===== config.mk =====
export PLATFORM = sky130hd
export DESIGN_NAME = sim_supervisor
export DESIGN_NICKNAME = d
export VERILOG_FILES = /design/src/rtl/sim_supervisor_pkg.sv /design/src/rtl/sim_sat_counter.sv /design/src/rtl/sim_supervisor.sv
export SDC_FILE = /design/constraint.sdc
export NUM_CORES = 1
export LEC_CHECK = 0
export CORE_MARGIN = 8
export CORE_UTILIZATION = 54
export CTS_BUF_LIST = sky130_fd_sc_hd__clkbuf_8 sky130_fd_sc_hd__clkbuf_16
export CTS_CLUSTER_SIZE = 12
export DETAILED_ROUTE_END_ITERATION = 10
export GPL_ROUTABILITY_DRIVEN = 0
export PLACE_DENSITY = 0.75
export SETUP_SLACK_MARGIN = 0.2
export SLEW_MARGIN = 20
export SYNTH_ARGS = -nofsm -noshare
export SYNTH_HDL_FRONTEND = slang
export SYNTH_SLANG_ARGS = --single-unit
export TNS_END_PERCENT = 20

===== constraint.sdc =====
create_clock -name USER_CLK -period 4.2 [get_ports USER_CLK]
set_clock_uncertainty 0.2 [all_clocks]
set_input_delay 1.26 -clock USER_CLK [delete_from_list [all_inputs] [get_ports USER_CLK]]
set_output_delay 1.26 -clock USER_CLK [all_outputs]
set_load 0.005 [all_outputs]

===== src/rtl/sim_supervisor_pkg.sv =====
// Shared types for the simulation supervisor: FSM state and verdict cause
// encodings, plus a helper telling whether a verdict has been reached.
package sim_supervisor_pkg;

    typedef enum logic [2:0] {
        ST_IDLE   = 3'd0,
        ST_RUN    = 3'd1,
        ST_DRAIN  = 3'd2,
        ST_REPORT = 3'd3,
        ST_HALT   = 3'd4
    } state_e;

    typedef enum logic [1:0] {
        CS_PASS     = 2'd0,
        CS_ERROR    = 2'd1,
        CS_WATCHDOG = 2'd2,
        CS_MAXCYC   = 2'd3
    } cause_e;

    localparam cause_e CAUSE_PASS = CS_PASS;

    // True once the verdict is fixed (presented or already accepted).
    function automatic logic verdict_reached(input state_e s);
        return (s == ST_REPORT) || (s == ST_HALT);
    endfunction

endpackage


===== src/rtl/sim_sat_counter.sv =====
// Saturating up-counter with synchronous clear; clear wins over enable.
// Holds at all ones instead of wrapping.
module sim_sat_counter #(
    parameter int unsigned WIDTH = 32
) (
    input  logic             clk,
    input  logic             rst,
    input  logic             clear,
    input  logic             enable,
    output logic [WIDTH-1:0] count
);

    logic [WIDTH-1:0] count_q;
    logic [WIDTH-1:0] count_d;

    // Next count: clear, else increment unless already saturated.
    always_comb begin
        count_d = count_q;
        if (clear) begin
            count_d = '0;
        end else if (enable && (count_q != '1)) begin
            count_d = count_q + WIDTH'(1);
        end
    end

    // Count register with asynchronous reset.
    always_ff @(posedge clk or posedge rst) begin
        if (rst) begin
            count_q <= '0;
        end else begin
            count_q <= count_d;
        end
    end

    assign count = count_q;

endmodule


===== src/rtl/sim_supervisor.sv =====
// End-of-simulation supervisor: watches completion, error and activity
// reports and turns them into a pass/fail verdict offered on END_VALID/END_ACK.
// Optional: define SIM_SUPERVISOR_FINISH_EN to print the verdict and call
// $finish when the verdict is accepted (simulation only).
module sim_supervisor
    import sim_supervisor_pkg::*;
#(
    parameter int unsigned N_SRC        = 4,
    parameter int unsigned CNT_W        = 32,
    parameter int unsigned MAX_CYCLES   = 1000,
    parameter int unsigned WDG_CYCLES   = 200,
    parameter int unsigned DRAIN_CYCLES = 16
) (
    input  logic             USER_CLK,
    input  logic             USER_RST,
    input  logic             ACTIVITY,
    input  logic [N_SRC-1:0] DONE_REQ,
    input  logic             ERROR_REQ,
    input  logic             END_ACK,
    output logic             END_VALID,
    output logic             END_PASS,
    output logic [1:0]       END_CAUSE,
    output logic [2:0]       STATE,
    output logic [CNT_W-1:0] CYCLE_COUNT
);

    localparam logic [CNT_W:0] MAX_LIM   = (CNT_W + 1)'(MAX_CYCLES);
    localparam logic [CNT_W:0] WDG_LIM   = (CNT_W + 1)'(WDG_CYCLES);
    localparam logic [CNT_W:0] DRAIN_LIM = (CNT_W + 1)'(DRAIN_CYCLES);
    localparam logic [CNT_W:0] ONE       = (CNT_W + 1)'(1);

    state_e             state_q, state_d;
    cause_e             cause_q, cause_d;
    logic [N_SRC-1:0]   done_mask_q, done_mask_d;

    logic [CNT_W-1:0]   cycle_count;
    logic [CNT_W-1:0]   wdg_count;
    logic [CNT_W-1:0]   drain_count;
    logic [CNT_W:0]     cycle_inc;
    logic [CNT_W:0]     wdg_inc;
    logic [CNT_W:0]     drain_inc;
    logic               cycle_limit;
    logic               wdg_expire;
    logic               drain_done;
    logic               in_run;
    logic               in_drain;

    assign in_run   = (state_q == ST_RUN);
    assign in_drain = (state_q == ST_DRAIN);

    // Supervised cycles: only RUN and DRAIN advance it; frozen once a verdict exists.
    sim_sat_counter #(.WIDTH(CNT_W)) u_cycle_cnt (
        .clk    (USER_CLK),
        .rst    (USER_RST),
        .clear  (1'b0),
        .enable (in_run || in_drain),
        .count  (cycle_count)
    );

    // Consecutive idle cycles; any activity restarts the count.
    sim_sat_counter #(.WIDTH(CNT_W)) u_wdg_cnt (
        .clk    (USER_CLK),
        .rst    (USER_RST),
        .clear  (ACTIVITY),
        .enable (in_run),
        .count  (wdg_count)
    );

    // Edges spent draining; held at zero outside DRAIN so each drain starts fresh.
    sim_sat_counter #(.WIDTH(CNT_W)) u_drain_cnt (
        .clk    (USER_CLK),
        .rst    (USER_RST),
        .clear  (!in_drain),
        .enable (in_drain),
        .count  (drain_count)
    );

    // Limits are judged on the value each counter takes at this edge.
    assign cycle_inc   = {1'b0, cycle_count} + ONE;
    assign wdg_inc     = {1'b0, wdg_count} + ONE;
    assign drain_inc   = {1'b0, drain_count} + ONE;
    assign cycle_limit = (cycle_inc >= MAX_LIM);
    assign wdg_expire  = !ACTIVITY && (wdg_inc >= WDG_LIM);
    assign drain_done  = (drain_inc >= DRAIN_LIM);

    // Next state, verdict cause and sticky done mask.
    always_comb begin
        state_d     = state_q;
        cause_d     = cause_q;
        done_mask_d = done_mask_q;
        case (state_q)
            ST_IDLE: begin
                state_d = ST_RUN;
            end
            ST_RUN: begin
                done_mask_d = done_mask_q | DONE_REQ;
                if (ERROR_REQ) begin
                    state_d = ST_REPORT;
                    cause_d = CS_ERROR;
                end else if (wdg_expire) begin
                    state_d = ST_REPORT;
                    cause_d = CS_WATCHDOG;
                end else if (cycle_limit) begin
                    state_d = ST_REPORT;
                    cause_d = CS_MAXCYC;
                end else if (&done_mask_d) begin
                    state_d = ST_DRAIN;
                end
            end
            ST_DRAIN: begin
                if (ERROR_REQ) begin
                    state_d = ST_REPORT;
                    cause_d = CS_ERROR;
                end else if (cycle_limit) begin
                    state_d = ST_REPORT;
                    cause_d = CS_MAXCYC;
                end else if (drain_done) begin
                    state_d = ST_REPORT;
                    cause_d = CAUSE_PASS;
                end
            end
            ST_REPORT: begin
                if (END_ACK) begin
                    state_d = ST_HALT;
                end
            end
            ST_HALT: begin
                state_d = ST_HALT;
            end
            default: begin
                state_d = ST_IDLE;
            end
        endcase
    end

    // State, cause and done mask registers; reset returns to IDLE from anywhere.
    always_ff @(posedge USER_CLK or posedge USER_RST) begin
        if (USER_RST) begin
            state_q     <= ST_IDLE;
            cause_q     <= CAUSE_PASS;
            done_mask_q <= '0;
        end else begin
            state_q     <= state_d;
            cause_q     <= cause_d;
            done_mask_q <= done_mask_d;
        end
    end

    assign END_VALID   = (state_q == ST_REPORT);
    assign END_PASS    = verdict_reached(state_q) && (cause_q == CAUSE_PASS);
    assign END_CAUSE   = cause_q;
    assign STATE       = state_q;
    assign CYCLE_COUNT = cycle_count;

`ifdef SIM_SUPERVISOR_FINISH_EN
    // Announce the accepted verdict and end the simulation on that edge.
    always @(posedge USER_CLK) begin
        if (!USER_RST && (state_q == ST_REPORT) && END_ACK) begin
            $display("sim_supervisor: verdict cause=%0d cycles=%0d", cause_q, cycle_count);
            $finish;
        end
    end
`else
`endif

endmodule

==> run_results.csv, run 1 <==
group,metric,value,unit
outcome,outcome,"finished, final reports clean",
clocking,cts_resized,0,
synth,synthFlopType,"dfrtp_1",
hold_path,worstHoldPathType,"reg2reg",
finish,drive_gt1_share,6.07,%
synth,avgSynthCellArea,8.71,um^2
synth,synth_most_common_cell,"dfrtp_1",
synth,syn_area,6840,um^2
finish,diodes,0,
setup_path,r2r_cells,10,
routing,vias,5972,
setup_path,arrival,3.65,ns
hold_path,holdPathEnd,"done_mask_q[0]$_DFFE_PP0N_",
placed_design,dpl_worst_slack,0.550,ns
global_route,grt_max_degree,106,
power_and_ir_drop,leakage,3.10,nW
synth,ys_warn_count,0,
clocking,insertion_delay,0.36,ns
die,die_area,16500,um^2
placed_design,detailed_place_hpwl,11300,um
power_and_ir_drop,ir_worst_vdd,0.310,mV
setup_path,worstSetupEndpointType,"register",
synth,synth.distinct_cells,68,
routing,routedWlPerCell,16.5,um
synth,syn-instance-count,786,
die,core,12500,um^2
synth,synth.mux.area_fraction,1.33,%
setup_path,cp_data_required_time,4.24,ns
clocking,h-tree-depth,3,
synth,synthArstFlopShare,100,%
power_and_ir_drop,power,0.00267,W
clocking,cts_sinks,105,
synth,synth-xor-area-share,13.6,%
sta,layout_min_cycle_time,3.61,ns
global_route,grt_pass1_wl,27300,um
synth,synth_top_area_share,38.4,%
routing,dr.pass1.iters,5,
die,initial_core_util,54.7,%
routing,totalWireLength,16200,um
setup_path,worstPathMaxFanout,8,
synth,synth_edf_count,0,
setup_path,path_class,"reg2reg",
setup_path,ff2ff_setup_slack,0.59,ns
sta,slew_headroom,49.7,%
sta,hold_viol_final,0,
routing,route.detailed.drc,0,
synth,syn_nets,801,
sta,rsz0062_at_grt,"false",
setup_path,slowest_stage,"nor4_1",
global_route,grt_antenna_before_repair,0,
die,die_w,129,um
sta,setup_viol,0,
hold_path,hold_start,"done_mask_q[0]$_DFFE_PP0N_",
finish,fill_cells,1070,
global_route,grt_pass1_vias,5580,
setup_path,rr_startpoint,"u_cycle_cnt.count[0]$_DFFE_PP0P_",
global_route,grtUsageTotal,20.1,%
clocking,postCtsSetupRepairBufs,0,
setup_path,startpoint_type,"register",
routing,initialDrtViolationCount,534,
sta,tightestPinTransition,0.753,ns
finish,fin_nets,817,
sta,finalCritPeriodShare,86.0,%
synth,synth_top_family_by_area,"simple AND/OR/NAND/NOR gates",
synth,synth_compound_area_share,12.2,%
setup_path,worstPathCellList,"ha_1 -> nand4_2 -> nor2_1 -> nand3_1 -> a221oi_1 -> nand4_1 -> nor4_1 -> a31oi_1 -> o21a_2 -> mux2_4",
clocking,path_clk_slew,0.07,ns
die,dieHeight,129,um
synth,ys_seq_elements,105,
clocking,ctsHoldBuffers,0,
setup_path,reg2reg_to,"END_CAUSE[0]$_DFFE_PP0P_",
synth,synth_commonest_cells,"105 x dfrtp_1, 79 x nor2_1, 71 x nand2_1, 55 x xnor2_1",
clocking,clockRootBuffer,"clkbuf_16",
clocking,cts_made_buffers,9,
clocking,clock_path_buffers,2,
routing,antenna_left,0,
job,cap_violations,0,
sta,fin_tns_setup,0,ns
power_and_ir_drop,power_density,347,nW/um^2
placed_design,io_buffer_count,47,
sta,worst_slack,0.590,ns
finish,syn_to_final_growth,12.3,%
setup_path,slowest_delay,0.47,ns
routing,vias_per_cell,6.10,
synth,ys_seq_area_share,38.4,%
die,io_pins,48,
global_route,gr-total-overflow,0,
hold_path,hold_path_depth,1,
synth,synth_adder_area_share,1.10,%
synth,synth_largest_area_cell,"dfrtp_1",
sta,slew_violations,0,
synth,synthSimpleGateAreaFrac,29.8,%
clocking,cts_tree,"yes",
synth,ys_top_cells_by_area,"dfrtp_1 38%, xnor2_1 7.0%, xor2_1 6.5%",
sta,fmax,0.277,GHz
die,rows,41,
## critical path: cells and delay by family, from the launching register on
family,cells,cell delay [ns]
AO/OA/AOI/OAI,3,0.67
adder cells (fa/ha/maj),1,0.34
flip-flops,1,0.43
multiplexers,1,0.29
AND/OR/NAND/NOR,5,1.55
## power by group
group          switching [W]  total [W]  internal (W)
registers           0.000115    0.00119       0.00107
logic               0.000350   0.000615      0.000266
clock network       0.000389   0.000865      0.000476
total               0.000854    0.00267       0.00181
## area by class of cell
cell class              instances  area [um^2]  area share [%]
repair buffers                 54          536            6.97
clock inverters                 6         58.8           0.765
well taps                     172          215            2.80
inverters                      11         45.0           0.586
multi-input cells             621         3970            51.6
flip-flops and latches        105         2630            34.2
clock buffers                  10          239            3.11
## how the worst max path moves through the flow
stage | from | endpoint
after floorplan | u_wdg_cnt.count[0]$_DFFE_PP0P_ | END_CAUSE[0]$_DFFE_PP0P_
after global placement | ERROR_REQ | END_CAUSE[0]$_DFFE_PP0P_
after detailed placement | ERROR_REQ | END_CAUSE[0]$_DFFE_PP0P_
after CTS | STATE[0]$_DFFE_PP0P_ | END_PASS
after global routing | u_cycle_cnt.count[0]$_DFFE_PP0P_ | END_CAUSE[0]$_DFFE_PP0P_
final | u_cycle_cnt.count[0]$_DFFE_PP0P_ | END_CAUSE[0]$_DFFE_PP0P_
## through the flow
stage / util, % / cell area (um^2) / std cells / hold WS, ns
after detailed placement: 59.0 / 7390 / 963 / 0.249
after global placement: 59.0 / 7390 / 963 / 0.239
final: 61.4 / 7690 / 979 / 0.262
after CTS: 61.4 / 7690 / 979 / 0.266
after floorplan: - / 6850 / 786 / 0.228
after global routing: 61.4 / 7690 / 979 / 0.291
## placed cells by master, fill, tap and decap left out, types with 4 or more instances in the layout
cell type	instances
nor4b_1	5
a21oi_1	51
and2_1	11
a22oi_1	4
and3_1	16
clkdlybuf4s50_1	47
nand3_1	51
inv_1	12
xor2_1	51
a21o_1	7
nand4_1	40
a31oi_1	6
buf_4	6
o21ai_0	17
and4_1	9
clkbuf_16	9
nor3_1	27
a211oi_1	4
dfrtp_1	105
xnor2_1	55
o2111ai_1	4
ha_1	6
o22ai_1	5
nand2_1	71
or3_1	14
mux2i_1	5
nor2_1	79
a31o_2	4
nor4_1	13
## metal layers
layer | vias up | part of all wire (%) | global-route usage [%]
met3 | 21 | 5.2 | 5.38
li1 | 2854 | - | -
met2 | 178 | 49 | 34.1
met1 | 2919 | 45 | 24.7
met4 | 0 | 1.4 | 5.67
met5 | - | 0 | 0
## flip-flops by register name, indices dropped and copies added (netlist names)
name / flops
u_drain_cnt.count: 32
END_CAUSE: 2
u_cycle_cnt.count: 32
u_wdg_cnt.count: 32
STATE: 3
done_mask_q: 4
## logic make-up (layout without fill, tap and decap cells)
group / after synthesis / count (layout)
muxes: 8 / 8
xor gates and xnor gates: 106 / 106
DFF: 105 / 105
buffers and inverters: 60 / 81
adders and majority gates: 6 / 6
and+or+nand+nor: 370 / 370
AOI/OAI and AO/OA: 131 / 131
(Power assumes the default switching activity.)
==> run 2: changes to the inputs <==
--- a/config.mk
+++ b/config.mk
@@ -13,6 +13,7 @@
 export GPL_ROUTABILITY_DRIVEN = 0
 export PLACE_DENSITY = 0.75
 export SETUP_SLACK_MARGIN = 0.2
+export SKIP_LAST_GASP = 1
 export SLEW_MARGIN = 20
 export SYNTH_ARGS = -nofsm -noshare
 export SYNTH_HDL_FRONTEND = slang
==> results of run 2 <==
No change in the layout: final DEF, timing and power equal those of run 1.
